**config.mk**
```make
export PLATFORM = sky130hd
export DESIGN_NAME = router_rr_nxm_flat
export DESIGN_NICKNAME = d
export VERILOG_FILES = /design/src/rtl/router_rr_nxm_pkg.sv /design/src/rtl/router_rr_nxm_if.sv /design/src/rtl/router_rr_nxm_rr_arbiter.sv /design/src/rtl/router_rr_nxm.sv /design/src/flat_wrapper.sv
export SDC_FILE = /design/constraint.sdc
export NUM_CORES = 1
export LEC_CHECK = 0
export BUFFER_PORTS_ARGS = -buffer_cell sky130_fd_sc_hd__buf_2
export CAP_MARGIN = 15
export CORE_MARGIN = 2
export CORE_UTILIZATION = 50
export CTS_CLUSTER_DIAMETER = 60
export DETAILED_ROUTE_END_ITERATION = 6
export HOLD_SLACK_MARGIN = 0.03
export PLACE_DENSITY = 0.78
export SETUP_SLACK_MARGIN = 0.1
export SYNTH_ARGS = -nofsm -noshare
export SYNTH_HDL_FRONTEND = slang
export SYNTH_SLANG_ARGS = --single-unit
```
**constraint.sdc**
```tcl
create_clock -name clk -period 3 [get_ports clk]
set_input_delay 0 -clock clk [delete_from_list [all_inputs] [get_ports clk]]
set_output_delay 0 -clock clk [all_outputs]
set_load 0.02 [all_outputs]
```
**src/rtl/router_rr_nxm_pkg.sv**
```systemverilog
// Shared defaults and helpers for the N-in/M-out round-robin router.
package router_rr_nxm_pkg;

  localparam int DEF_DATA_W  = 8;
  localparam int DEF_DEST_W  = 2;
  localparam int DEF_NUM_IN  = 4;
  localparam int DEF_NUM_OUT = 4;
  localparam int DEF_CNT_W   = 8;
  localparam int MAX_IN      = 8;

  typedef logic [MAX_IN-1:0] in_vec_t;

  // Number of inputs dropping a word in one cycle; at most MAX_IN.
  function automatic logic [3:0] count_ones(input in_vec_t v);
    logic [3:0] n;
    n = '0;
    for (int i = 0; i < MAX_IN; i++) n = n + {3'b000, v[i]};
    return n;
  endfunction

endpackage

```
**src/rtl/router_rr_nxm_if.sv**
```systemverilog
// Upstream FIFO heads, downstream push side and error/status of the router.
interface router_rr_nxm_if
  import router_rr_nxm_pkg::*;
#(
  parameter int DATA_W  = DEF_DATA_W,
  parameter int DEST_W  = DEF_DEST_W,
  parameter int NUM_IN  = DEF_NUM_IN,
  parameter int NUM_OUT = DEF_NUM_OUT,
  parameter int CNT_W   = DEF_CNT_W
);

  logic [NUM_IN*(DEST_W+DATA_W)-1:0] in_word;
  logic [NUM_IN-1:0]                 in_empty;
  logic [NUM_IN-1:0]                 pop;
  logic [NUM_OUT-1:0]                out_almost_full;
  logic [NUM_OUT*DATA_W-1:0]         out_data;
  logic [NUM_OUT-1:0]                out_push;
  logic                              err_clr;
  logic [NUM_IN-1:0]                 error;
  logic [CNT_W-1:0]                  drop_count;

  modport master (
    output in_word, in_empty, out_almost_full, err_clr,
    input  pop, out_data, out_push, error, drop_count
  );

  modport slave (
    input  in_word, in_empty, out_almost_full, err_clr,
    output pop, out_data, out_push, error, drop_count
  );

endinterface

```
**src/rtl/router_rr_nxm_rr_arbiter.sv**
```systemverilog
// Round-robin arbiter: first requester at or above the pointer wins, wrapping modulo N.
// Pointer moves to winner+1 only when grant_en is high and a grant was made.
module rr_arbiter #(
  parameter int N = 4
) (
  input  logic         clk,
  input  logic         reset,
  input  logic [N-1:0] req,
  input  logic         grant_en,
  output logic [N-1:0] grant
);

  localparam int PW = (N > 1) ? $clog2(N) : 1;

  logic [PW-1:0] ptr_q;
  logic [PW-1:0] gidx;
  logic [PW-1:0] idx;
  logic [PW:0]   wide;
  logic          found;

  always_comb begin
    grant = '0;
    gidx  = '0;
    found = 1'b0;
    idx   = '0;
    wide  = '0;
    for (int k = 0; k < N; k++) begin
      wide = {1'b0, ptr_q} + (PW+1)'(k);
      if (wide >= (PW+1)'(N)) wide = wide - (PW+1)'(N);
      idx = wide[PW-1:0];
      if (!found && req[idx]) begin
        found      = 1'b1;
        grant[idx] = 1'b1;
        gidx       = idx;
      end
    end
  end

  always_ff @(posedge clk) begin
    if (reset) begin
      ptr_q <= '0;
    end else if (grant_en && found) begin
      ptr_q <= (gidx == PW'(N-1)) ? '0 : gidx + PW'(1);
    end
  end

endmodule

```
**src/rtl/router_rr_nxm.sv**
```systemverilog
// Routes head words of NUM_IN show-ahead FIFOs to NUM_OUT outputs by dest field, one
// round-robin arbiter per output; invalid destinations are popped, flagged and counted.
module router_rr_nxm
  import router_rr_nxm_pkg::*;
#(
  parameter int DATA_W  = DEF_DATA_W,
  parameter int DEST_W  = DEF_DEST_W,
  parameter int NUM_IN  = DEF_NUM_IN,
  parameter int NUM_OUT = DEF_NUM_OUT,
  parameter int CNT_W   = DEF_CNT_W
) (
  input logic            clk,
  input logic            reset,
  router_rr_nxm_if.slave bus
);

  localparam int WORD_W = DEST_W + DATA_W;
  localparam int SUM_W  = CNT_W + 4;
  localparam logic [CNT_W-1:0] CNT_MAX = '1;

  logic [DEST_W-1:0]         dest    [NUM_IN];
  logic [DATA_W-1:0]         payload [NUM_IN];
  logic [NUM_IN-1:0]         drop;
  logic [NUM_IN-1:0]         req     [NUM_OUT];
  logic [NUM_IN-1:0]         grant   [NUM_OUT];
  logic [DATA_W-1:0]         sel     [NUM_OUT];
  logic [NUM_IN-1:0]         pop_c;
  logic [DATA_W-1:0]         data_q  [NUM_OUT];
  logic [NUM_OUT*DATA_W-1:0] data_flat;
  logic [NUM_OUT-1:0]        push_q;
  logic [NUM_IN-1:0]         error_q;
  logic [CNT_W-1:0]          cnt_q;
  logic [CNT_W-1:0]          cnt_next;
  logic [SUM_W-1:0]          cnt_sum;
  logic [MAX_IN-1:0]         drop_ext;

  for (genvar i = 0; i < NUM_IN; i++) begin : g_in
    assign dest[i]    = bus.in_word[i*WORD_W+DATA_W +: DEST_W];
    assign payload[i] = bus.in_word[i*WORD_W +: DATA_W];
    assign drop[i]    = !bus.in_empty[i] && (int'(dest[i]) >= NUM_OUT);
  end

  // Almost-full masks requests up front so a blocked output never grants or pops.
  always_comb begin
    for (int j = 0; j < NUM_OUT; j++) begin
      req[j] = '0;
      for (int i = 0; i < NUM_IN; i++) begin
        req[j][i] = !bus.in_empty[i] && (int'(dest[i]) == j) && !bus.out_almost_full[j];
      end
    end
  end

  for (genvar j = 0; j < NUM_OUT; j++) begin : g_out
    rr_arbiter #(.N(NUM_IN)) u_arb (
      .clk      (clk),
      .reset    (reset),
      .req      (req[j]),
      .grant_en (!bus.out_almost_full[j]),
      .grant    (grant[j])
    );
  end

  always_comb begin
    pop_c = drop;
    for (int j = 0; j < NUM_OUT; j++) pop_c = pop_c | grant[j];
  end

  assign bus.pop = reset ? '0 : pop_c;

  always_comb begin
    for (int j = 0; j < NUM_OUT; j++) begin
      sel[j] = '0;
      for (int i = 0; i < NUM_IN; i++) begin
        if (grant[j][i]) sel[j] = sel[j] | payload[i];
      end
    end
  end

  // Several inputs may drop in the same cycle; the counter saturates rather than wraps.
  always_comb begin
    drop_ext = MAX_IN'(drop);
    cnt_sum  = SUM_W'(cnt_q) + SUM_W'(count_ones(drop_ext));
    cnt_next = (cnt_sum > SUM_W'(CNT_MAX)) ? CNT_MAX : cnt_sum[CNT_W-1:0];
  end

  always_ff @(posedge clk) begin
    if (reset) begin
      push_q  <= '0;
      error_q <= '0;
      cnt_q   <= '0;
      for (int j = 0; j < NUM_OUT; j++) data_q[j] <= '0;
    end else begin
      for (int j = 0; j < NUM_OUT; j++) begin
        push_q[j] <= |grant[j];
        if (|grant[j]) data_q[j] <= sel[j];
      end
      error_q <= (bus.err_clr ? '0 : error_q) | drop;
      cnt_q   <= cnt_next;
    end
  end

  always_comb begin
    data_flat = '0;
    for (int j = 0; j < NUM_OUT; j++) data_flat[j*DATA_W +: DATA_W] = data_q[j];
  end

  assign bus.out_data   = data_flat;
  assign bus.out_push   = push_q;
  assign bus.error      = error_q;
  assign bus.drop_count = cnt_q;

endmodule

```
**src/flat_wrapper.sv**
```systemverilog
// flat-port wrapper written by rule: the top's interface ports become plain ports
module router_rr_nxm_flat import router_rr_nxm_pkg::*;
#(
  parameter int DATA_W  = DEF_DATA_W,
  parameter int DEST_W  = DEF_DEST_W,
  parameter int NUM_IN  = DEF_NUM_IN,
  parameter int NUM_OUT = DEF_NUM_OUT,
  parameter int CNT_W   = DEF_CNT_W
)
  (clk, reset, bus_in_word, bus_in_empty, bus_out_almost_full, bus_err_clr, bus_pop, bus_out_data, bus_out_push, bus_error, bus_drop_count);
  router_rr_nxm_if #(.DATA_W(DATA_W), .DEST_W(DEST_W), .NUM_IN(NUM_IN), .NUM_OUT(NUM_OUT), .CNT_W(CNT_W)) bus_i ();
  input logic clk;
  input logic reset;
  input wire logic [$bits(bus_i.in_word)-1:0] bus_in_word;
  input wire logic [$bits(bus_i.in_empty)-1:0] bus_in_empty;
  input wire logic [$bits(bus_i.out_almost_full)-1:0] bus_out_almost_full;
  input wire logic [$bits(bus_i.err_clr)-1:0] bus_err_clr;
  output wire logic [$bits(bus_i.pop)-1:0] bus_pop;
  output wire logic [$bits(bus_i.out_data)-1:0] bus_out_data;
  output wire logic [$bits(bus_i.out_push)-1:0] bus_out_push;
  output wire logic [$bits(bus_i.error)-1:0] bus_error;
  output wire logic [$bits(bus_i.drop_count)-1:0] bus_drop_count;
  assign bus_i.in_word = bus_in_word;
  assign bus_i.in_empty = bus_in_empty;
  assign bus_i.out_almost_full = bus_out_almost_full;
  assign bus_i.err_clr = bus_err_clr;
  assign bus_pop = bus_i.pop;
  assign bus_out_data = bus_i.out_data;
  assign bus_out_push = bus_i.out_push;
  assign bus_error = bus_i.error;
  assign bus_drop_count = bus_i.drop_count;
  router_rr_nxm #(.DATA_W(DATA_W), .DEST_W(DEST_W), .NUM_IN(NUM_IN), .NUM_OUT(NUM_OUT), .CNT_W(CNT_W)) u_core (.clk(clk), .reset(reset), .bus(bus_i));
endmodule
```
==> reports/qor.yml <==
outcome:
  status: "complete, but fails checks"
  failing_checks: "DRC"
power:
  cellInternalPower_mw: 1.499
  static-leakage-power_nw: 2.288
  power_per_cell_area_nw_per_um2: 454.6
  power.net_switching_mw: 0.9966
  power.total_mw: 2.495
  p_sw_share_pct: 39.94
  power_frac_seq_pct: 33.0
  pwr-share-clk_pct: 19.4
  ir_worst_vdd_mv: 0.2328
  combinationalPowerShare_pct: 47.6
worst_setup_path:
  critical_path.max_fanout: 9
  cp_num_buf_inv: 3
  cp_top_family: "multiplexers"
  timing_worst_setup_path_type: "reg2out"
  rr_endpoint: "u_core.data_q[0][17]"
  critical_path.cell_chain: "clkinvlp_4 > ha_4 > mux4_2 > nand3_1 > a31oi_1 > a21o_1 > buf_6 > nor4_2 > nor2_1 > buf_4"
  worstSetupStartpointType: "flip-flop"
  critical_path_s_largest_stage_delay_ns: 0.55
  timing.rr.start: "u_core.g_out[2].u_arb.ptr_q[1]"
  timing.critical_path.slowest_stage_cell: "sky130_fd_sc_hd__mux4_2"
  cp.arrival_ns: 2.87
  worstSetupEndpointType: "output port"
  worst-r2r-cell-count: 9
  rrSetupSlack_ns: 0.16
  required_ns: 3.00
synth:
  synthMostInstantiatedCell: "sky130_fd_sc_hd__a22oi_1"
  number_of_storage_elements_in_the_synthesis_netlist: 44
  proportion_of_register_bits_with_asynchronous_set_or_reset_after_synthesis_pct: 0
  dominantRegCellSynth: "sky130_fd_sc_hd__edfxtp_1"
  warnings_synthesis: 0
  synth_top_area_cell: "sky130_fd_sc_hd__edfxtp_1"
  synth-edff-count: 32
  synth.yosys.seq_area_share_pct: 27.07
  netlist.area_leader.share_pct: 21.66
  syn-instance-count: 490
  netlist_top_cells_count: "sky130_fd_sc_hd__a22oi_1 (64), sky130_fd_sc_hd__a21oi_1 (43), sky130_fd_sc_hd__nor2_1 (35)"
  synth.top_cells.by_area: "sky130_fd_sc_hd__edfxtp_1 (22%), sky130_fd_sc_hd__a22oi_1 (11%), sky130_fd_sc_hd__ha_1 (8.5%)"
  synth_area_per_cell_sq_um: 9.055
  post_synth_num_cell_types: 49
  synthesis.area_sq_um: 4437
finish:
  layout-area-overhead-vs-synth_pct: 23.72
  layout.filler_cells: 728
  fin_nets: 689
  post_route_cells_drive_above_1_share_pct: 31.69
  antenna_cells: 0
routing:
  route.antenna.remaining_nets: 0
  routed_wirelength_um: 13470
  via_total_after_detailed_routing: 4734
  dr.pass1.iters: 7
  drc: 2
  iteration_0_drc_count_of_the_detailed_router: 514
  route.detailed.wl_per_inst_um: 18.79
  detail_route.vias_per_cell: 6.603
floorplanning:
  row_count: 34
  fp.dieArea_sq_um: 9643
  placeableCoreArea_sq_um: 8678
  die_height_um: 98.20
  io_pins: 103
  floorplan.initialDensity_pct: 51.12
  dieWidth_um: 98.20
worst_hold_path:
  hold_path_depth: 3
  min_to: "u_core.data_q[0][27]"
  hp-start: "bus_in_word[33]"
  timing.hold.worst.class: "in2reg"
placed_design:
  port-buffer-count: 89
  dp_hpwl_um: 9775
  place.gp.congestion: 0.9322
  place_ws_ns: 0.1335
sta:
  worst_slack_ns: 0.1255
  layout_worst_path_cycle_share_pct: 95.82
  final.hold.worst_slack_ns: 0.1273
  setup_tns_final_ns: 0
  finalWorstPathRequiredPeriod_ns: 2.875
  timing.clock.skew_ns: 0.007643
  rsz0062_at_grt: "true"
  fmax_ghz: 0.3479
  worstMarginPinSlew_ns: 0.7153
  maxSlewHeadroom_pct: 51.87
  final_max_slew_viols: 0
  report.final.setup_viol: 0
  number_of_failing_hold_endpoints_at_the_final_stage: 0
clocking:
  numCtsBuffers: 5
  root_buffer: "sky130_fd_sc_hd__clkbuf_8"
  clock_sink_count: 44
  clk_transition_reported_paths_ns: 0.10
  clkLatencyLatePin_ns: 0.31
  clock_tree.htree_level_count: 2
  clock_path_buffers: 2
  tritoncts: "done"
global_route:
  grt-ovfl-total: 0
  grt_first_pass_wirelength_um: 21710
  maximum_number_of_pins_on_one_net_before_global_route_repair: 17
  vias_in_the_first_global_route: 4366
  groute.usage.overall_pct: 26.93
  number_of_antenna_violations_at_the_first_check_in_global_routing: 0
run:
  max_cap_violations: 0
==> per-layer routing <==
| metal | global-route usage (%) | vias to the layer above | share of wire, % |
|---|---|---|---|
| met5 | 0 | - | 0 |
| met3 | 4.009 | 31 | 8.8 |
| met2 | 45.15 | 277 | 49 |
| met1 | 37.05 | 2261 | 40 |
| li1 | - | 2165 | - |
| met4 | 6.217 | 0 | 1.7 |
==> how the worst max path moves through the flow <==
| stage | from | endpoint | cells after the start |
|---|---|---|---|
| 2_1_floorplan | u_core.g_out[1].u_arb.ptr_q[0] | u_core.data_q[0][10] | 10 |
| 3_3_place_gp | u_core.g_out[2].u_arb.ptr_q[1] | u_core.data_q[0][20] | 9 |
| 3_5_place_dp | u_core.g_out[2].u_arb.ptr_q[1] | u_core.data_q[0][17] | 9 |
| 4_1_cts | u_core.g_out[3].u_arb.ptr_q[1] | bus_pop[3] | 12 |
| 5_1_grt | u_core.g_out[2].u_arb.ptr_q[1] | bus_pop[1] | 10 |
| 6_report | u_core.g_out[2].u_arb.ptr_q[1] | bus_pop[1] | 10 |
==> sequential cells by signal, indices dropped and copies added (netlist names) <==
signal                    cells
u_core.data_q                32
u_core.g_out.u_arb.ptr_q      8
u_core.bus.out_push           4
==> layout by cell type (no fill, tap or decap), types with 4 or more instances in the layout <==
master	count
sky130_fd_sc_hd__nand2_1	31
sky130_fd_sc_hd__dfxtp_1	8
sky130_fd_sc_hd__a21oi_1	41
sky130_fd_sc_hd__xnor2_1	6
sky130_fd_sc_hd__o211ai_1	4
sky130_fd_sc_hd__edfxtp_1	32
sky130_fd_sc_hd__mux4_2	16
sky130_fd_sc_hd__or4b_1	8
sky130_fd_sc_hd__nor2_1	35
sky130_fd_sc_hd__o21ai_0	17
sky130_fd_sc_hd__o41ai_4	4
sky130_fd_sc_hd__and3_1	4
sky130_fd_sc_hd__buf_4	48
sky130_fd_sc_hd__conb_1	12
sky130_fd_sc_hd__ha_1	27
sky130_fd_sc_hd__inv_1	8
sky130_fd_sc_hd__nor4_2	5
sky130_fd_sc_hd__inv_2	5
sky130_fd_sc_hd__a22oi_1	64
sky130_fd_sc_hd__clkbuf_8	5
sky130_fd_sc_hd__nor4_1	9
sky130_fd_sc_hd__nor4bb_1	4
sky130_fd_sc_hd__or4_1	4
sky130_fd_sc_hd__buf_6	7
sky130_fd_sc_hd__a31oi_1	19
sky130_fd_sc_hd__a21o_1	16
sky130_fd_sc_hd__nor4b_1	8
sky130_fd_sc_hd__nor3_1	9
sky130_fd_sc_hd__buf_2	86
sky130_fd_sc_hd__nand3_1	16
==> cells by family after synthesis <==
family | Yosys count | synth area share [%]
AOI/OAI and AO/OA | 187 | 30.03
xor gates and xnor gates | 8 | 1.579
adders and majority gates | 30 | 8.460
buffers and inverters | 57 | 6.232
DFF | 44 | 27.07
muxes | 18 | 8.573
other | 1 | 0.08452
and+or+nand+nor | 145 | 17.96
==> stage by stage <==
step / instance area, sq um / std cells / utilization [%]
final: 5489 / 717 / 63.25
after global routing: 5489 / 717 / 63.25
after CTS: 5296 / 705 / 61.03
after detailed placement: 5142 / 696 / 59.26
after global placement: 5142 / 696 / 59.26
after floorplan: 4489 / 501 / -
==> final cells by class <==
| cell class | count | area [sq um] | share of cell area, % |
|---|---|---|---|
| timing repair buffer | 142 | 879.6 | 16.02 |
| clock buffer | 5 | 68.82 | 1.254 |
| tap | 108 | 135.1 | 2.462 |
| sequential | 44 | 1211 | 22.07 |
| inverter | 15 | 63.81 | 1.163 |
| multi-input combinational | 400 | 3084 | 56.19 |
| clock inverter | 3 | 46.29 | 0.8434 |
==> power groups by stage <==
stage / Sequential, mW / Combinational, mW / Clock [mW]
CTS: 0.824 / 1.10 / 0.490
global placement: 0.834 / 1.06 / 0
floorplan: 0.968 / 0.599 / 0
finish: 0.824 / 1.19 / 0.484
detailed placement: 0.839 / 1.08 / 0
global route: 0.832 / 1.28 / 0.513
==> timing repair <==
action	4_1_cts	5_1_grt
resized for setup	5	23
cloned	0	0
hold buffers	1	0
endpoints found under the setup margin	4	52
endpoints found under the hold margin	1	0
pin swaps	0	8
buffers inserted	0	12
==> tightest hold or removal path: cells and delay by family <==
kind / cells / cell delay (ns)
AO/OA/AOI/OAI: 2 / 0.19
buffers and inverters: 1 / 0.13
No activity file was read; power rests on OpenSTA's default activity.
